<file path="config.mk">
export PLATFORM = sky130hd
export DESIGN_NAME = opb_read_sequencer
export DESIGN_NICKNAME = d
export VERILOG_FILES = /design/src/rtl/opb_read_sequencer.sv
export SDC_FILE = /design/constraint.sdc
export NUM_CORES = 1
export LEC_CHECK = 0
export CORE_ASPECT_RATIO = 2
export CORE_MARGIN = 4
export CORE_UTILIZATION = 50
export DETAILED_ROUTE_END_ITERATION = 8
export HOLD_SLACK_MARGIN = 0.08
export PLACE_DENSITY_LB_ADDON = 0.1
export SLEW_MARGIN = 20
export SYNTH_ARGS = -nofsm -noshare
export SYNTH_HDL_FRONTEND = slang
export SYNTH_SLANG_ARGS = --single-unit
</file>
<file path="constraint.sdc">
create_clock -name clk2 -period 2.1 [get_ports clk2]
set_input_delay 0.21 -clock clk2 [delete_from_list [all_inputs] [get_ports clk2]]
set_output_delay 0.21 -clock clk2 [all_outputs]
set_load 0.02 [all_outputs]
</file>
<file path="src/rtl/opb_read_sequencer.sv">
// opb_read_sequencer
// Byte-wise flash read sequencer feeding the flash output mux/register stage.
// Each byte: one flash read strobe, a fixed access-latency wait, then the byte
// is steered either to off-chip SRAM (write strobe, auto-incrementing
// address) or into the mux output register followed by an RX FIFO push.
module opb_read_sequencer #(
  parameter int LEN_W     = 9,
  parameter int ADDR_W    = 8,
  parameter int FLASH_LAT = 2
) (
  input  logic              clk2,
  input  logic              NReset,
  input  logic              start_read,
  input  logic              dest_sram,
  input  logic [LEN_W-1:0]  byte_count,
  input  logic [ADDR_W-1:0] sram_base,
  input  logic              abort,
  input  logic              fifo_full,
  output logic              flash_re,
  output logic              OPB_outputshift,
  output logic              Output_control,
  output logic              sram_we,
  output logic [ADDR_W-1:0] sram_addr,
  output logic              fifo_push,
  output logic              busy,
  output logic              done
);

  typedef enum logic [2:0] {
    IDLE    = 3'd0,
    SETUP   = 3'd1,
    ISSUE   = 3'd2,
    WAIT    = 3'd3,
    CAPTURE = 3'd4,
    PUSH    = 3'd5,
    DONE    = 3'd6
  } state_t;

  // WAIT spans FLASH_LAT-1 cycles: the counter is loaded with FLASH_LAT-2 and
  // the last WAIT cycle is the one that sees zero.
  localparam logic [2:0] WAIT_LOAD = 3'((FLASH_LAT > 1) ? (FLASH_LAT - 2) : 0);

  state_t            state;
  logic [LEN_W-1:0]  remaining;
  logic              dest;
  logic [2:0]        lat_cnt;

  // Stall condition: only the FIFO path is held back by a full RX FIFO.
  logic fifo_stall;
  assign fifo_stall = !dest && fifo_full;

  // Transfer state machine, latched command and SRAM address pointer.
  always_ff @(posedge clk2 or negedge NReset) begin
    if (!NReset) begin
      state          <= IDLE;
      remaining      <= '0;
      dest           <= 1'b0;
      sram_addr      <= '0;
      lat_cnt        <= '0;
      Output_control <= 1'b0;
    end else if (abort && (state != IDLE)) begin
      // Cancel wins over every other transition; any in-flight byte is dropped.
      state          <= IDLE;
      lat_cnt        <= '0;
      Output_control <= 1'b0;
    end else begin
      case (state)
        IDLE: begin
          if (start_read) begin
            dest           <= dest_sram;
            remaining      <= byte_count;
            sram_addr      <= sram_base;
            Output_control <= dest_sram;
            state          <= SETUP;
          end
        end
        SETUP: begin
          state <= (remaining == '0) ? DONE : ISSUE;
        end
        ISSUE: begin
          if (!fifo_stall) begin
            if (FLASH_LAT > 1) begin
              lat_cnt <= WAIT_LOAD;
              state   <= WAIT;
            end else begin
              state <= CAPTURE;
            end
          end
        end
        WAIT: begin
          if (lat_cnt == 3'd0) begin
            state <= CAPTURE;
          end else begin
            lat_cnt <= lat_cnt - 3'd1;
          end
        end
        CAPTURE: begin
          remaining <= remaining - LEN_W'(1);
          if (dest) begin
            sram_addr <= sram_addr + ADDR_W'(1);
            state     <= (remaining == LEN_W'(1)) ? DONE : ISSUE;
          end else begin
            state <= PUSH;
          end
        end
        PUSH: begin
          state <= (remaining == '0) ? DONE : ISSUE;
        end
        DONE: begin
          state          <= IDLE;
          Output_control <= 1'b0;
        end
        default: begin
          state <= IDLE;
        end
      endcase
    end
  end

  // Strobes decode from the state register; fifo_full only gates the read strobe.
  assign flash_re        = (state == ISSUE) && !fifo_stall;
  assign sram_we         = (state == CAPTURE) && dest;
  assign OPB_outputshift = (state == CAPTURE) && !dest;
  assign fifo_push       = (state == PUSH);
  assign done            = (state == DONE);
  assign busy            = (state != IDLE);

endmodule
</file>
# Yosys cells after proc, flatten, opt, wreduce, memory -nomap -nowiden
# Cells that the tools add are included.
[op_classes]
n_eq_ne = 13
reduce_logical = 21
mux = 20
n_addsub = 3
n_bitwise = 1
[op_table]
columns = ["operator", "n"]
rows = [
  ["$mux 3", 10],
  ["$pmux 9 s2", 1],
  ["$mux 8", 2],
  ["$pmux 8 s2", 1],
  ["$pmux 3 s5", 1],
  ["$ne 3x3->1 const B", 4],
  ["$reduce_and 3->1", 4],
  ["$eq 3x3->1 const B", 3],
  ["$eq 9x1->1 const B", 1],
  ["$logic_not 9->1", 1],
  ["$mux 9", 1],
  ["$reduce_bool 3->1", 3],
  ["$sub 9x1->9 const B", 1],
  ["$add 8x1->8 const B", 1],
  ["$eq 3x2->1 const B", 2],
  ["$logic_not 3->1", 2],
  ["$pmux 3 s2", 1],
  ["$logic_and 1x1->1", 5],
  ["$ne 2x2->1 const B", 2],
  ["$reduce_and 4->1", 1],
  ["$eq 3x1->1 const B", 1],
  ["$sub 3x1->3 const B", 1],
  ["$logic_not 1->1", 2],
  ["$mux 1", 2],
  ["other kinds (5)", 5],
]
[totals]
input_bits = 23
wordCells = 64
out_inout_bits = 15
register_bits = 25

# Depth between registers and ports, before layout
[logic_depth]
ltp_word = 5
ltp_mapped = 6
depth_no_buf = 6

# Least setup slack after synthesis
# No wires, ideal clock.
[synth_timing]
path_kind = "register to register"
from = "reg state[0]"
to = "reg sram_addr[6]"
period_less_slack_ps = 1588
setup_time_ps = 144
path_slack_ps = 512
n_path_buf = 1
arrival_time_ps = 1444
t_required_ps = 1956
path_stages_with_launch = 7
path_cell_list = "dfrtp_1 -> buf_6 -> or4b_4 -> inv_1 -> a2111oi_4 -> a21oi_1 -> a21oi_1"
[synth_via]
elab_chain_len = 4
[synth_rtl]
columns = ["element", "line_no", "text"]
rows = [
  ["start: declaration", "43", "state_t state;"],
  ["start signal: assignment", "78", "state <= (remaining == '0) ? DONE : ISSUE;"],
  ["start signal: assignment", "101", "state <= (remaining == LEN_W'(1)) ? DONE : ISSUE;"],
  ["start signal: assignment", "107", "state <= (remaining == '0) ? DONE : ISSUE;"],
  ["branches (longest 4 deep; another with $reduce_and 4->1)", "n/a", ""],
  ["end signal: assignment", "72", "sram_addr <= sram_base;"],
  ["end signal: assignment", "100", "sram_addr <= sram_addr + ADDR_W'(1);"],
  ["end: declaration", "23", "output logic [ADDR_W-1:0] sram_addr,"],
]
# Several ways; the timed one is not identified.
# A chain may end at the register's enable or synchronous reset.

# Worst setup path in the final report
[layout_timing]
from = "reg state[0]"
to = "out done"
[layout_via]
elab_chain_len = 1
[layout_rtl]
columns = ["element", "line_no", "text"]
rows = [
  ["$eq 3x3->1", "125", "assign done = (state == DONE);"],
  ["end: declaration", "26", "output logic done"],
]
# Every way passes these cells.

==> report_table.html <==
<table>
<tr><th>Metric</th><th>Value</th></tr>
<tr><th colspan="2">Clock network</th></tr>
<tr><td>Clock Root Buffer</td><td>sky130_fd_sc_hd__clkbuf_8</td></tr>
<tr><td>Number of post-CTS setup repair buffers</td><td>0</td></tr>
<tr><td>CTS tree</td><td>yes</td></tr>
<tr><td>Insertion delay to the later sink of the worst-skew pair</td><td>0.27 ns</td></tr>
<tr><td>TritonCTS Buffers</td><td>3</td></tr>
<tr><td>Longest Clk Path Bufs</td><td>2</td></tr>
<tr><td>Number of H-tree levels</td><td>1</td></tr>
<tr><td>Clock-pin slew reported for the worst setup and hold paths after clock tree synthesis</td><td>~0.09 ns</td></tr>
<tr><td>Hold bufs inserted after CTS</td><td>0</td></tr>
<tr><td>CTS sink count</td><td>25</td></tr>
<tr><th colspan="2">Setup path</th></tr>
<tr><td>Critical path capture point type</td><td>output pin</td></tr>
<tr><td>Start point of the critical path</td><td>state[0]</td></tr>
<tr><td>WP data arrival</td><td>1.73 ns</td></tr>
<tr><td>Worst setup SP type</td><td>flip-flop</td></tr>
<tr><td>WS Path Type</td><td>reg2out</td></tr>
<tr><td>Startpoint of the worst register-to-register path</td><td>state[0]</td></tr>
<tr><td>Data required time of the worst path</td><td>1.89 ns</td></tr>
<tr><td>Endpoint of the worst setup timing path</td><td>done</td></tr>
<tr><td>Biggest fanout along the worst timing path</td><td>17</td></tr>
<tr><td>Cells on worst reg2reg path</td><td>5</td></tr>
<tr><td>Flop2flop setup slack</td><td>~0.25 ns</td></tr>
<tr><td>Worst flop-to-flop path endpoint</td><td>remaining[1]</td></tr>
<tr><th colspan="2">STA</th></tr>
<tr><td>Aggregate negative setup slack</td><td>0 ns</td></tr>
<tr><td>Final Slew Violations</td><td>0</td></tr>
<tr><td>Measured slew at the worst slew-check pin</td><td>0.8845 ns</td></tr>
<tr><td>Setup repair after global routing missed its margin</td><td>false</td></tr>
<tr><td>Min Tclk post-route</td><td>1.939 ns</td></tr>
<tr><td>Worst setup skew after layout</td><td>0.006970 ns</td></tr>
<tr><td>Highest Clock Rate</td><td>just over 500 MHz</td></tr>
<tr><td>Final period util</td><td>92.34%</td></tr>
<tr><td>Worst relative slew slack</td><td>40.64%</td></tr>
<tr><td>Fin worst setup slack</td><td>0.1608 ns</td></tr>
<tr><td>Final Hold Vio Count</td><td>0</td></tr>
<tr><td>Hold_ws</td><td>0.3013 ns</td></tr>
<tr><td>Number of setup violations in the final report</td><td>0</td></tr>
<tr><th colspan="2">Cells and area</th></tr>
<tr><td>Number of antenna diodes</td><td>0</td></tr>
<tr><td>Share of cells above drive strength 1</td><td>a little over a tenth</td></tr>
<tr><td>Nets</td><td>266</td></tr>
<tr><td>P&amp;R area growth vs syn</td><td>29.39%</td></tr>
<tr><th colspan="2">Outcome</th></tr>
<tr><td>Status</td><td>complete, no violations</td></tr>
<tr><th colspan="2">Synthesis</th></tr>
<tr><td>Number of register bits inferred by synthesis</td><td>25</td></tr>
<tr><td>Ys flop type</td><td>sky130_fd_sc_hd__dfrtp_1</td></tr>
<tr><td>Sequential element share of the synthesized area</td><td>37.48%</td></tr>
<tr><td>Mean post-synth cell area</td><td>8.648 um^2</td></tr>
<tr><td>Netlist cell types</td><td>50</td></tr>
<tr><td>Warnings from Yosys</td><td>0</td></tr>
<tr><td>Synth area leaders</td><td>sky130_fd_sc_hd__dfrtp_1 (37%), sky130_fd_sc_hd__o21ai_0 (5.1%), sky130_fd_sc_hd__ha_1 (4.5%), sky130_fd_sc_hd__a21oi_1 (4.2%), sky130_fd_sc_hd__nand2_1 (4.0%)</td></tr>
<tr><td>EDFF count, synth</td><td>0</td></tr>
<tr><td>Most used standard cell by instance count after synthesis</td><td>sky130_fd_sc_hd__dfrtp_1</td></tr>
<tr><td>Gate count after technology mapping</td><td>~190</td></tr>
<tr><td>Number of nets in the synthesized netlist</td><td>roughly 220</td></tr>
<tr><td>Fraction of post-synthesis cell area in the top cell type by area</td><td>37.48%</td></tr>
<tr><td>Netlist area before placement</td><td>1669 um^2</td></tr>
<tr><td>Most instantiated cells after synthesis</td><td>sky130_fd_sc_hd__dfrtp_1 (25), sky130_fd_sc_hd__nand2_1 (18), sky130_fd_sc_hd__nor2_1 (18)</td></tr>
<tr><td>Top cell type by total area after synthesis</td><td>sky130_fd_sc_hd__dfrtp_1</td></tr>
<tr><td>Share of synthesized registers carrying an async set or reset</td><td>100.0%</td></tr>
<tr><th colspan="2">GRT</th></tr>
<tr><td>Antenna violations before repair</td><td>0</td></tr>
<tr><td>Total overflow reported by the global router</td><td>0</td></tr>
<tr><td>Via count of the first global-routing pass</td><td>between 1500 and 2000</td></tr>
<tr><td>First-pass GRT wire length</td><td>7458 um</td></tr>
<tr><td>Total track usage</td><td>slightly above 20%</td></tr>
<tr><td>Largest net degree at the start of global routing</td><td>26</td></tr>
<tr><th colspan="2">Floorplan</th></tr>
<tr><td>Cell row count</td><td>29</td></tr>
<tr><td>Initial Util</td><td>roughly 52%</td></tr>
<tr><td>Vert. Die Dim</td><td>around 90 um</td></tr>
<tr><td>Die area</td><td>4383 um^2</td></tr>
<tr><td>Die extent in x</td><td>48.86 um</td></tr>
<tr><td>Core footprint</td><td>3193 um^2</td></tr>
<tr><td>Number of top-level pins</td><td>38</td></tr>
<tr><th colspan="2">Place</th></tr>
<tr><td>IO Port Bufs</td><td>37</td></tr>
<tr><td>Detailed placement HPWL</td><td>around 3400 um</td></tr>
<tr><td>Pre-CTS setup slack</td><td>between 0.15 and 0.2 ns</td></tr>
<tr><td>Final GP Congestion</td><td>0.8914</td></tr>
<tr><th colspan="2">Detailed routing</th></tr>
<tr><td>Vias per cell</td><td>5.978</td></tr>
<tr><td>Routed metal-1 wire length</td><td>1628 um</td></tr>
<tr><td>Number of vias in the routed layout</td><td>1596</td></tr>
<tr><td>Final WL</td><td>4420 um</td></tr>
<tr><td>Routed wire length per instance</td><td>roughly 17 um</td></tr>
<tr><td>Detail Route Antenna Nets</td><td>0</td></tr>
<tr><td>Number of search-and-repair iterations in the first detailed-routing pass</td><td>4</td></tr>
<tr><td>DRC violation count after routing</td><td>0</td></tr>
<tr><td>DR iter-0 viols</td><td>21</td></tr>
<tr><td>Top Layer Used</td><td>met4</td></tr>
<tr><td>Wire length on met2</td><td>approximately 2600 um</td></tr>
<tr><td>Metal3 WL</td><td>around 130 um</td></tr>
<tr><th colspan="2">Power and ir drop</th></tr>
<tr><td>Static power due to leakage</td><td>0.9394 nW</td></tr>
<tr><td>Pwr/cell area</td><td>1208 nW/um^2</td></tr>
<tr><td>Total power of the final layout</td><td>about 2.6 mW</td></tr>
<tr><td>Worst-case vdd ir drop</td><td>731.5 uV</td></tr>
<tr><th colspan="2">Job</th></tr>
<tr><td>MaxCap Viol Count</td><td>0</td></tr>
<tr><th colspan="2">Hold path</th></tr>
<tr><td>Class of the tightest hold or removal check</td><td>in2async</td></tr>
</table>
[area by class of cell]
class / instances / area [um^2]
fill: 273 / 1033
multi-input combinational: 151 / 958.4
sequential: 25 / 625.6
timing repair buffer: 49 / 464.2
clock buffer: 3 / 41.29
tap: 31 / 38.79
inverter: 7 / 26.28
clock inverter: 1 / 5.005
[worst max-delay path: stages (launching register included)]
cell	delay, ns
sky130_fd_sc_hd__dfrtp_1	0.40
sky130_fd_sc_hd__buf_4	0.21
sky130_fd_sc_hd__and3b_1	0.24
sky130_fd_sc_hd__clkdlybuf4s50_1	0.60
[per-layer routing]
metal | vias to the layer above | global-route usage (%)
met1 | 758 | 22.52
li1 | 788 | -
met4 | 0 | 6.966
met3 | 7 | 2.152
met2 | 43 | 39.52
met5 | - | 0
[stage by stage]
| stage | std cells | cell area, um^2 | utilization, % |
|---|---|---|---|
| final | 267 | 2160 | 67.63 |
| after detailed placement | 263 | 2105 | 65.91 |
| after global placement | 263 | 2105 | 65.91 |
| after global routing | 267 | 2160 | 67.63 |
| after floorplan | 193 | 1669 | - |
| after CTS | 267 | 2150 | 67.32 |
[flip-flops by register name (all words and copies together), names as in the netlist]
register	flops
remaining	9
sram_addr	8
lat_cnt	3
state	3
Output_control	1
dest	1
[worst min path at each step]
| stage | from | to | slack [ns] | cells after the start |
|---|---|---|---|---|
| CTS | NReset | remaining[0] | 0.31 | 2 |
| finish | NReset | remaining[0] | 0.30 | 2 |
| global route | NReset | sram_addr[5] | 0.32 | 2 |
| global placement | lat_cnt[0] | lat_cnt[0] | 0.47 | 1 |
| floorplan | NReset | Output_control | -0.09 | 0 |
| detailed placement | lat_cnt[0] | lat_cnt[0] | 0.49 | 1 |
[kinds of logic after synthesis]
logic type | synth area share, %
buf+inv | 5.397
mux | 1.874
compound gates | 25.26
fa+ha+maj | 4.498
simple gates | 25.49
flops | 37.48
[power breakdown]
group	internal (mW)	switching [mW]
clock network	0.133	0.160
logic	0.647	0.765
registers	0.685	0.218
[layout by cell type (no fill, tap or decap), types with 3 or more instances in the layout]
cell,instances
sky130_fd_sc_hd__dfrtp_1,25
sky130_fd_sc_hd__inv_1,7
sky130_fd_sc_hd__o2bb2ai_1,4
sky130_fd_sc_hd__clkdlybuf4s50_1,34
sky130_fd_sc_hd__ha_1,6
sky130_fd_sc_hd__a21oi_1,14
sky130_fd_sc_hd__nand2b_1,6
sky130_fd_sc_hd__o21ai_1,4
sky130_fd_sc_hd__nand3_1,4
sky130_fd_sc_hd__nor2b_1,5
sky130_fd_sc_hd__a22oi_1,3
sky130_fd_sc_hd__buf_4,12
sky130_fd_sc_hd__nor2_1,18
sky130_fd_sc_hd__o21ai_0,17
sky130_fd_sc_hd__nand2_1,18
sky130_fd_sc_hd__nor3_1,8
sky130_fd_sc_hd__clkbuf_8,3
[repair_timing]
item                       4_1_cts  5_1_grt
pin swaps                        0        0
gates cloned                     0        0
resized for setup                1        3
setup endpoints to repair        1        3
(Power assumes the default switching activity.)
